$ cat config.mk
export PLATFORM = sky130hd
export DESIGN_NAME = pipeline_hazard_ctrl
export DESIGN_NICKNAME = d
export VERILOG_FILES = /design/src/rtl/pipeline_hazard_ctrl_pkg.sv /design/src/rtl/pipeline_hazard_ctrl_hazard_detect.sv /design/src/rtl/pipeline_hazard_ctrl.sv
export SDC_FILE = /design/constraint.sdc
export NUM_CORES = 1
export LEC_CHECK = 0
export CAP_MARGIN = 10
export CELL_PAD_IN_SITES_DETAIL_PLACEMENT = 1
export CELL_PAD_IN_SITES_GLOBAL_PLACEMENT = 1
export CORE_ASPECT_RATIO = 0.6
export CORE_MARGIN = 3
export CORE_UTILIZATION = 37
export DETAILED_ROUTE_END_ITERATION = 6
export HOLD_SLACK_MARGIN = 0.03
export PLACE_DENSITY_LB_ADDON = 0.1
export SLEW_MARGIN = 20
export SYNTH_ARGS = -nofsm -noshare
export SYNTH_HDL_FRONTEND = slang
export SYNTH_HIERARCHICAL = 1
export SYNTH_SLANG_ARGS = --single-unit
$ cat constraint.sdc
create_clock -name clk -period 2.4 [get_ports clk]
set_input_delay 0.6 -clock clk [delete_from_list [all_inputs] [get_ports clk]]
set_output_delay 0.6 -clock clk [all_outputs]
set_load 0.005 [all_outputs]
$ cat src/rtl/pipeline_hazard_ctrl_pkg.sv
// Shared definitions for the pipeline hazard / sequencing controller.
// Holds the FSM encoding and the ecall register conventions.
package pipeline_hazard_ctrl_pkg;

   typedef enum logic [1:0] {
      S_RUN,
      S_MEM_WAIT,
      S_DRAIN,
      S_HALTED
   } state_t;

   localparam logic [4:0] ECALL_ARG_REG = 5'd17;
   localparam int         HALT_CODE     = 10;

endpackage

$ cat src/rtl/pipeline_hazard_ctrl_hazard_detect.sv
// Pure combinational load-use and ecall-operand dependency detection.
// x0 is never a real producer, so loads to x0 never stall.
module pipeline_hazard_ctrl_hazard_detect
   import pipeline_hazard_ctrl_pkg::*;
(
   input  logic       i_id_use_rs1,
   input  logic       i_id_use_rs2,
   input  logic [4:0] i_id_rs1,
   input  logic [4:0] i_id_rs2,
   input  logic       i_id_is_ecall,
   input  logic       i_ex_mem_read,
   input  logic       i_ex_reg_write,
   input  logic [4:0] i_ex_rd,
   output logic       o_load_use,
   output logic       o_ecall_dep
);

   logic w_hit_rs1;
   logic w_hit_rs2;

   assign w_hit_rs1 = i_id_use_rs1 & (i_ex_rd == i_id_rs1);
   assign w_hit_rs2 = i_id_use_rs2 & (i_ex_rd == i_id_rs2);

   assign o_load_use = i_ex_mem_read & (i_ex_rd != 5'd0)
                     & (w_hit_rs1 | w_hit_rs2);

   // A value in MEM is forwarded, so only an EX producer of x17 blocks.
   assign o_ecall_dep = i_id_is_ecall & i_ex_reg_write
                      & (i_ex_rd == ECALL_ARG_REG);

endmodule

$ cat src/rtl/pipeline_hazard_ctrl.sv
// 5-stage pipeline sequencer: stalls, flushes, memory holds,
// ecall drain/halt and saturating stall/flush performance counters.
module pipeline_hazard_ctrl
   import pipeline_hazard_ctrl_pkg::*;
#(
   parameter int DRAIN_CYCLES = 3,
   parameter int CNT_W        = 32
) (
   input  logic             clk,
   input  logic             reset_n,
   input  logic [4:0]       id_rs1,
   input  logic [4:0]       id_rs2,
   input  logic             id_use_rs1,
   input  logic             id_use_rs2,
   input  logic             id_is_ecall,
   input  logic             id_x17_is_ten,
   input  logic             ex_mem_read,
   input  logic             ex_reg_write,
   input  logic [4:0]       ex_rd,
   input  logic             ex_mispredict,
   input  logic             mem_req,
   input  logic             mem_ready,
   output logic             pc_write,
   output logic             if_id_write,
   output logic             if_id_flush,
   output logic             id_ex_bubble,
   output logic             pipe_hold,
   output logic             is_halted,
   output logic [CNT_W-1:0] stall_cnt,
   output logic [CNT_W-1:0] flush_cnt
);

   localparam int DW = (DRAIN_CYCLES < 2) ? 1 : $clog2(DRAIN_CYCLES + 1);
   localparam logic [DW-1:0] DRAIN_LOAD = DW'(DRAIN_CYCLES - 1);

   state_t           r_state;
   state_t           w_next;
   logic [DW-1:0]    r_drain;
   logic [DW-1:0]    w_next_drain;
   logic [CNT_W-1:0] r_stall_cnt;
   logic [CNT_W-1:0] r_flush_cnt;

   logic w_load_use;
   logic w_ecall_dep;
   logic w_mem_wait;
   logic w_stuck;
   logic w_mp_flush;

   pipeline_hazard_ctrl_hazard_detect u_hazard (
      .i_id_use_rs1   (id_use_rs1),
      .i_id_use_rs2   (id_use_rs2),
      .i_id_rs1       (id_rs1),
      .i_id_rs2       (id_rs2),
      .i_id_is_ecall  (id_is_ecall),
      .i_ex_mem_read  (ex_mem_read),
      .i_ex_reg_write (ex_reg_write),
      .i_ex_rd        (ex_rd),
      .o_load_use     (w_load_use),
      .o_ecall_dep    (w_ecall_dep)
   );

   assign w_mem_wait = mem_req & ~mem_ready;
   // Once waiting, only mem_ready releases the hold.
   assign w_stuck = (r_state == S_MEM_WAIT) ? ~mem_ready : w_mem_wait;

   always_comb begin
      pc_write     = 1'b1;
      if_id_write  = 1'b1;
      if_id_flush  = 1'b0;
      id_ex_bubble = 1'b0;
      pipe_hold    = 1'b0;
      w_mp_flush   = 1'b0;
      w_next       = r_state;
      w_next_drain = r_drain;
      unique case (r_state)
         S_RUN, S_MEM_WAIT: begin
            if (w_stuck) begin
               pc_write    = 1'b0;
               if_id_write = 1'b0;
               pipe_hold   = 1'b1;
               w_next      = S_MEM_WAIT;
            end else begin
               w_next = S_RUN;
               if (ex_mispredict) begin
                  if_id_flush  = 1'b1;
                  id_ex_bubble = 1'b1;
                  w_mp_flush   = 1'b1;
               end else if (w_load_use | w_ecall_dep) begin
                  pc_write     = 1'b0;
                  if_id_write  = 1'b0;
                  id_ex_bubble = 1'b1;
               end else if (id_is_ecall & id_x17_is_ten) begin
                  pc_write     = 1'b0;
                  if_id_flush  = 1'b1;
                  w_next       = (DRAIN_CYCLES > 1) ? S_DRAIN : S_HALTED;
                  w_next_drain = DRAIN_LOAD;
               end
            end
         end
         S_DRAIN: begin
            pc_write    = 1'b0;
            if_id_flush = 1'b1;
            pipe_hold   = w_mem_wait;
            if_id_write = ~w_mem_wait;
            if (!w_mem_wait) begin
               if (r_drain <= DW'(1)) w_next = S_HALTED;
               else w_next_drain = r_drain - DW'(1);
            end
         end
         S_HALTED: begin
            pc_write    = 1'b0;
            if_id_write = 1'b0;
            pipe_hold   = 1'b1;
         end
         default: w_next = S_RUN;
      endcase
   end

   always_ff @(posedge clk or negedge reset_n) begin
      if (!reset_n) begin
         r_state <= S_RUN;
         r_drain <= '0;
      end else begin
         r_state <= w_next;
         r_drain <= w_next_drain;
      end
   end

   always_ff @(posedge clk or negedge reset_n) begin
      if (!reset_n) begin
         r_stall_cnt <= '0;
         r_flush_cnt <= '0;
      end else begin
         if (!pc_write && r_state != S_HALTED && r_stall_cnt != '1)
            r_stall_cnt <= r_stall_cnt + CNT_W'(1);
         if (w_mp_flush && r_flush_cnt != '1)
            r_flush_cnt <= r_flush_cnt + CNT_W'(1);
      end
   end

   assign is_halted = (r_state == S_HALTED);
   assign stall_cnt = r_stall_cnt;
   assign flush_cnt = r_flush_cnt;

endmodule

Word level (Yosys, flattened, before mapping)
Index checks and enable logic that the tools add are counted.
{"block": "word_totals", "elab_cells": 85, "reg_bits": 68, "input_bits": 26, "output_inout_bits": 70}
{"block": "classes", "n_reduce_logical": 11, "n_bitwise": 12, "eq_ne": 16, "order_cmp": 1, "mux": 38, "add_sub_neg": 3}
{"operator": "adder 32 x 1 -> 32 bit, second input constant", "n": 2}
{"operator": "!= test 32 bit, second input constant", "n": 2}
{"operator": "two-way mux 2 bit", "n": 12}
{"operator": "two-way mux 1 bit", "n": 20}
{"operator": "!= test 2 bit, second input constant", "n": 8}
{"operator": "equality test 5 bit", "n": 2}
{"operator": "AND 1 bit", "n": 8}
{"operator": "case mux 2 bit (2 select lines)", "n": 2}
{"operator": "AND reduction 7 bit", "n": 1}
{"operator": "case mux 1 bit (3 select lines)", "n": 2}
{"operator": "equality test 5 bit, second input constant", "n": 1}
{"operator": "nonzero test 5 bit", "n": 1}
{"operator": "equality test 2 bit, second input constant", "n": 2}
{"operator": "case mux 1 bit (2 select lines)", "n": 2}
{"operator": "OR reduction 2 bit", "n": 2}
{"operator": "logical AND 1 bit", "n": 3}
{"operator": "AND reduction 3 bit", "n": 1}
{"operator": "equality test 2 x 1 -> 1 bit, second input constant", "n": 1}
{"operator": "<= comparator 2 x 1 -> 1 bit, second input constant", "n": 1}
{"operator": "zero test 2 bit", "n": 1}
{"operator": "NOT 1 bit", "n": 2}
{"operator": "bitwise OR 1 bit", "n": 2}
{"operator": "nonzero test 2 bit", "n": 1}
{"operator": "subtractor 2 x 1 -> 2 bit, second input constant", "n": 1}
{"operator": "zero test 1 bit", "n": 1}

Longest topological paths before layout
{"block": "logic_depth", "depth_word": 12, "ltp_mapped": 10, "depth_no_buf": 9}

Hierarchy
The synthesis kept the hierarchy.
{"mod": "pipeline_hazard_ctrl", "area_each_um2": 3530.9, "seq_area_each_um2": 1701.6, "n_inst": 1, "cells_per_inst": 335}
{"mod": "pipeline_hazard_ctrl_hazard_detect", "area_each_um2": 145.1, "seq_area_each_um2": 0.0, "n_inst": 1, "cells_per_inst": 19}

Least setup slack after synthesis
Ideal clock, no wire load.
{"block": "synth_path", "kind": "input -> register", "startpoint": "in ex_rd[1]", "endpoint": "reg r_stall_cnt[25], in the netlist stall_cnt[25]", "path_stages": 9, "path_buffers": 0, "setup_slack_ps": -66, "setup_time_ps": 124, "arrival_ps": 2341, "t_required_ps": 2276, "path_cell_list": "xor2_1 -> nor4_2 -> nand3_1 -> a21oi_1 -> a211oi_1 -> o221a_2 -> nor4_4 -> nand4b_1 -> xnor2_1"}
{"block": "synth_via", "elab_chain_len": 12, "elab_cells_between_ends": 18, "cone_classes": "3 x eq/ne; 4 x mux; 7 x bitwise; 4 x reduce/logical"}
{"item": "from (decl)", "line_no": "pipeline_hazard_ctrl.sv:19", "source": "input logic [4:0] ex_rd,"}
{"item": "equality test 5 bit, on equally long branches", "line_no": "pipeline_hazard_ctrl_hazard_detect.sv:21, pipeline_hazard_ctrl_hazard_detect.sv:22"}
{"item": "AND 1 bit, on equally long branches", "line_no": "pipeline_hazard_ctrl_hazard_detect.sv:21, pipeline_hazard_ctrl_hazard_detect.sv:22"}
{"item": "bitwise OR 1 bit", "line_no": "pipeline_hazard_ctrl_hazard_detect.sv:25", "source": "& (w_hit_rs1 | w_hit_rs2);"}
{"item": "AND 1 bit (*)", "line_no": "pipeline_hazard_ctrl_hazard_detect.sv:25"}
{"item": "named net w_load_use", "line_no": "pipeline_hazard_ctrl.sv:43", "source": "logic w_load_use;"}
{"item": "bitwise OR 1 bit (*)", "line_no": "pipeline_hazard_ctrl.sv:88", "source": "end else if (w_load_use | w_ecall_dep) begin"}
{"item": "two-way mux 1 bit (*)", "line_no": "pipeline_hazard_ctrl.sv:88"}
{"item": "two-way mux 1 bit (*)", "line_no": "pipeline_hazard_ctrl.sv:84", "source": "if (ex_mispredict) begin"}
{"item": "two-way mux 1 bit (*)", "line_no": "pipeline_hazard_ctrl.sv:77", "source": "if (w_stuck) begin"}
{"item": "case mux 1 bit (2 select lines) (*)", "line_no": "pipeline_hazard_ctrl.sv:75", "source": "unique case (r_state)"}
{"item": "zero test 1 bit (*)", "line_no": "pipeline_hazard_ctrl.sv:134", "source": "if (!pc_write && r_state != S_HALTED && r_stall_cnt != '1)"}
{"item": "logical AND 1 bit (*) (2 in series)", "line_no": "pipeline_hazard_ctrl.sv:134"}
{"item": "to (signal assigned)", "line_no": "pipeline_hazard_ctrl.sv:135", "source": "r_stall_cnt <= r_stall_cnt + CNT_W'(1);"}
{"item": "to (decl)", "line_no": "pipeline_hazard_ctrl.sv:40", "source": "logic [CNT_W-1:0] r_stall_cnt;"}
The timed path passes the listed nets; every way through them passes the cells marked *.
A chain may end at the register's enable or synchronous reset.

Final worst setup path
{"block": "layout_path", "startpoint": "in ex_rd[1]", "endpoint": "reg r_stall_cnt[1], in the netlist stall_cnt[1]"}
Same word-level chain as after synthesis.

==> results by group <==
Run status
  • Run status: finished, violations left
  • Failing checks: setup timing

Floorplanning
  • Floorplan row count: 27
  • Starting density of the core: 39.00%
  • Die Height: roughly 83 um
  • Die Span X: roughly 130 um
  • Core ar.: ~9400 um2
  • Die area: 11210 um2
  • I/O pin count: 96

Timing
  • # setup viols final: 36
  • Fin Clk Skew: 0.005693 ns
  • Final hold vios: 0
  • Slew HR: a little over half
  • Setup TNS: -6.723 ns
  • Final Max Tran Viols: 0
  • Min cycle time layout: roughly 2.7 ns
  • Max frequency: 376.4 MHz
  • Measured slew at the worst slew-check pin: 0.6992 ns
  • RSZ-0062 raised after global routing: true
  • Final WS setup: -0.2565 ns
  • Period utilization: 110.7%

Finish
  • Share of layout cells above drive strength 1: around 28%
  • Post-route cell area: 5767 um2
  • Area grow syn2layout: 56.88%
  • Nets: ~530
  • Inserted Diodes: 0

Placed design
  • PortBufs: 95
  • DP Wirelength: between 8000 and 9000 um
  • Routability cong.: roughly 0.84
  • DP Area: between 5000 and 6000 um2

Clocking
  • Num CTS Buffers: 9
  • # clock sinks: 68
  • Reg clk slew, reported paths: 0.06 ns
  • CTS tree: done
  • Max clock buf depth: 2
  • Worst skew pair latency: between 0.3 and 0.4 ns
  • Hold-fix buffers, CTS: 0
  • Root buffer cell: clkbuf_16
  • Htree depth: 3

Synth
  • Post-synthesis sequential area ratio: 46.29%
  • Synth area leaders: dfrtp_1 46%, xnor2_1 10%, xor2_1 6.4%, nand4_1 4.4%, nand3_1 3.7%
  • Yosys reg bits: 68
  • Count leader, synth: dfrtp_1
  • Async SR Flop Fraction: 100.0%
  • Mean area per synthesized cell: 10.38 um2
  • Synth warn: 6
  • Distinct cells, synth: 52
  • Post-synth EDFFs: 0
  • Top_reg_cell synth: dfrtp_1
  • Share of the synthesized area in the top cell type: between 40% and 50%
  • Synth Instances: approximately 350
  • Synth Net Count: 383
  • Post-Syn Area: about 3700 um2
  • Yosys top cell by area: dfrtp_1
  • Synth top cells by count: 68 x dfrtp_1, 42 x xnor2_1, 27 x nand3_1, 27 x xor2_1, 26 x nand4_1

Pwr
  • Cell Pwr Density: roughly 650 nW/um2
  • Design Power: roughly 3800 uW
  • VDD IR max: roughly 0.0005 V
  • Leak pwr: 0.002498 uW

Drt
  • Drt wl/cell: 19.60 um
  • Mean number of vias per cell: between 5 and 6
  • DR vias: between 3000 and 4000
  • Routed Antenna Nets: 0
  • Drt total wl: about 12000 um
  • Detail Route met2 WL: 5744 um
  • WL met1: 6094 um
  • Drt pass-1 iters: 4
  • Initial drt markers: about 150
  • DR DRC count: 0
  • WL met3: roughly 520 um
  • DR top layer: met4

Setup path
  • Crit path top cell by count: buf_6
  • Crit Path Category: primary input to flip-flop
  • WP data required: ~2.6 ns
  • CP Capture Type: flip-flop
  • Top fanout value on the critical path: 6
  • Slowest stage delay, CP: ~0.3 ns
  • CP Cell Sequence: buf_6 -> buf_6 -> xor2_2 -> nor4_2 -> nand3_1 -> a21oi_2 -> buf_4 -> a211oi_2 -> buf_4 -> o221a_4 -> a21oi_4 -> buf_6 -> buf_12 -> mux2_4
  • CP max stage cell: mux2_4
  • Startpoint types: primary input
  • Critical Path AT: ~2.9 ns

Global routing
  • GR Util All Layers: 22.64%
  • Vias in the first global route: 3706
  • First-pass GRT wire length: between 20000 and 25000 um
  • GRT overflow: 0
  • Largest net degree at the start of global routing: between 50 and 60
  • Initial antenna violation count: 0

Flow run
  • Max-Cap Viols: 0

Worst hold path
  • Min-delay worst type: primary input to asynchronous set/reset pin
## worst max-delay path, delay by kind of cell
family,cells,cell delay [ns]
AOI/OAI and AO/OA,4,0.67
and+or+nand+nor,2,0.40
muxes,1,0.30
xor gates and xnor gates,1,0.14
buffers and inverters,6,0.78
## worst paths after layout
check                               from            end  slack, ns  depth (start not counted)
max reg2reg                 stall_cnt[0]   stall_cnt[1]      -0.01                          7
min in group clk           stall_cnt[26]  stall_cnt[26]       0.49                          1
max                             ex_rd[1]   stall_cnt[1]      -0.26                         14
max in group asynchronous        reset_n   stall_cnt[3]       1.62                          2
min reg2reg                stall_cnt[26]  stall_cnt[26]       0.49                          1
min                              reset_n   flush_cnt[3]       0.16                          1
## sequential cells by signal, indices dropped and copies added, names as in the netlist
signal,flops
flush_cnt,32
r_drain,2
r_state,2
stall_cnt,32
## final cells by class
type                       instances  area, um2
clock inverter                     4      25.02
sequential                        68       1703
multi-input combinational        271       2233
fill                             998       3659
inverter                           7      26.28
clock buffer                      12      246.5
tap                              130      162.7
timing repair buffer             143       1370
## cells in the final DEF, fill, tap and decap left out, types with 6 or more instances in the layout
master / Yosys / layout
and3_1: 17 / 17
buf_6: 1 / 9
inv_1: 7 / 7
buf_4: 1 / 36
xnor2_2: 0 / 7
dfrtp_1: 68 / 67
buf_2: 2 / 6
xor2_1: 27 / 23
clkdlybuf4s50_1: 0 / 75
nand4_1: 26 / 26
nand3_1: 27 / 14
clkbuf_16: 0 / 9
nand3_4: 0 / 7
nor2_1: 20 / 17
xnor2_1: 42 / 35
nand3_2: 0 / 6
nor3_1: 12 / 10
nand2_1: 23 / 20
nor4_1: 10 / 9
## per-layer routing
metal,vias to the layer above,global-route usage [%]
li1,1579,-
met5,-,0
met4,0,3.882
met1,1787,32.52
met2,70,34.42
met3,9,6.538
## cell families (layout without fill, tap and decap cells)
| kind of cell | count (synthesis) | after routing | synth area share (%) |
|---|---|---|---|
| adders and majority gates | 3 | 3 | 1.021 |
| xor gates and xnor gates | 69 | 69 | 16.44 |
| buffers and inverters | 15 | 166 | 1.906 |
| and+or+nand+nor | 169 | 169 | 28.18 |
| DFF | 68 | 68 | 46.29 |
| AOI/OAI and AO/OA | 27 | 27 | 5.242 |
| muxes | 3 | 3 | 0.9189 |
## per-stage QoR
step	utilization, %	worst slack, ns	cells	hold WS [ns]
after floorplan	-	-0.01343	354	0.3044
final	61.18	-0.2565	635	0.1614
after global placement	53.71	-0.9417	610	0.4752
after global routing	61.18	-0.3486	635	0.1584
after detailed placement	53.71	-1.021	610	0.4846
after CTS	60.22	-0.3444	635	0.1554
## timing repair
item | 4_1_cts | 5_1_grt
gates cloned | 3 | 0
resized for setup | 101 | 27
setup endpoints to repair | 39 | 40
hold endpoints to repair | 0 | 0
pin swaps | 49 | 33
setup buffers | 9 | 0
## power breakdown
group | switching, uW | internal (uW) | leakage (uW)
clock network | 492 | 724 | 0.000129
registers | 206 | 1280 | 0.000902
logic | 449 | 600 | 0.00147
total | 1150 | 2610 | 0.00250
(Power assumes the default switching activity.)
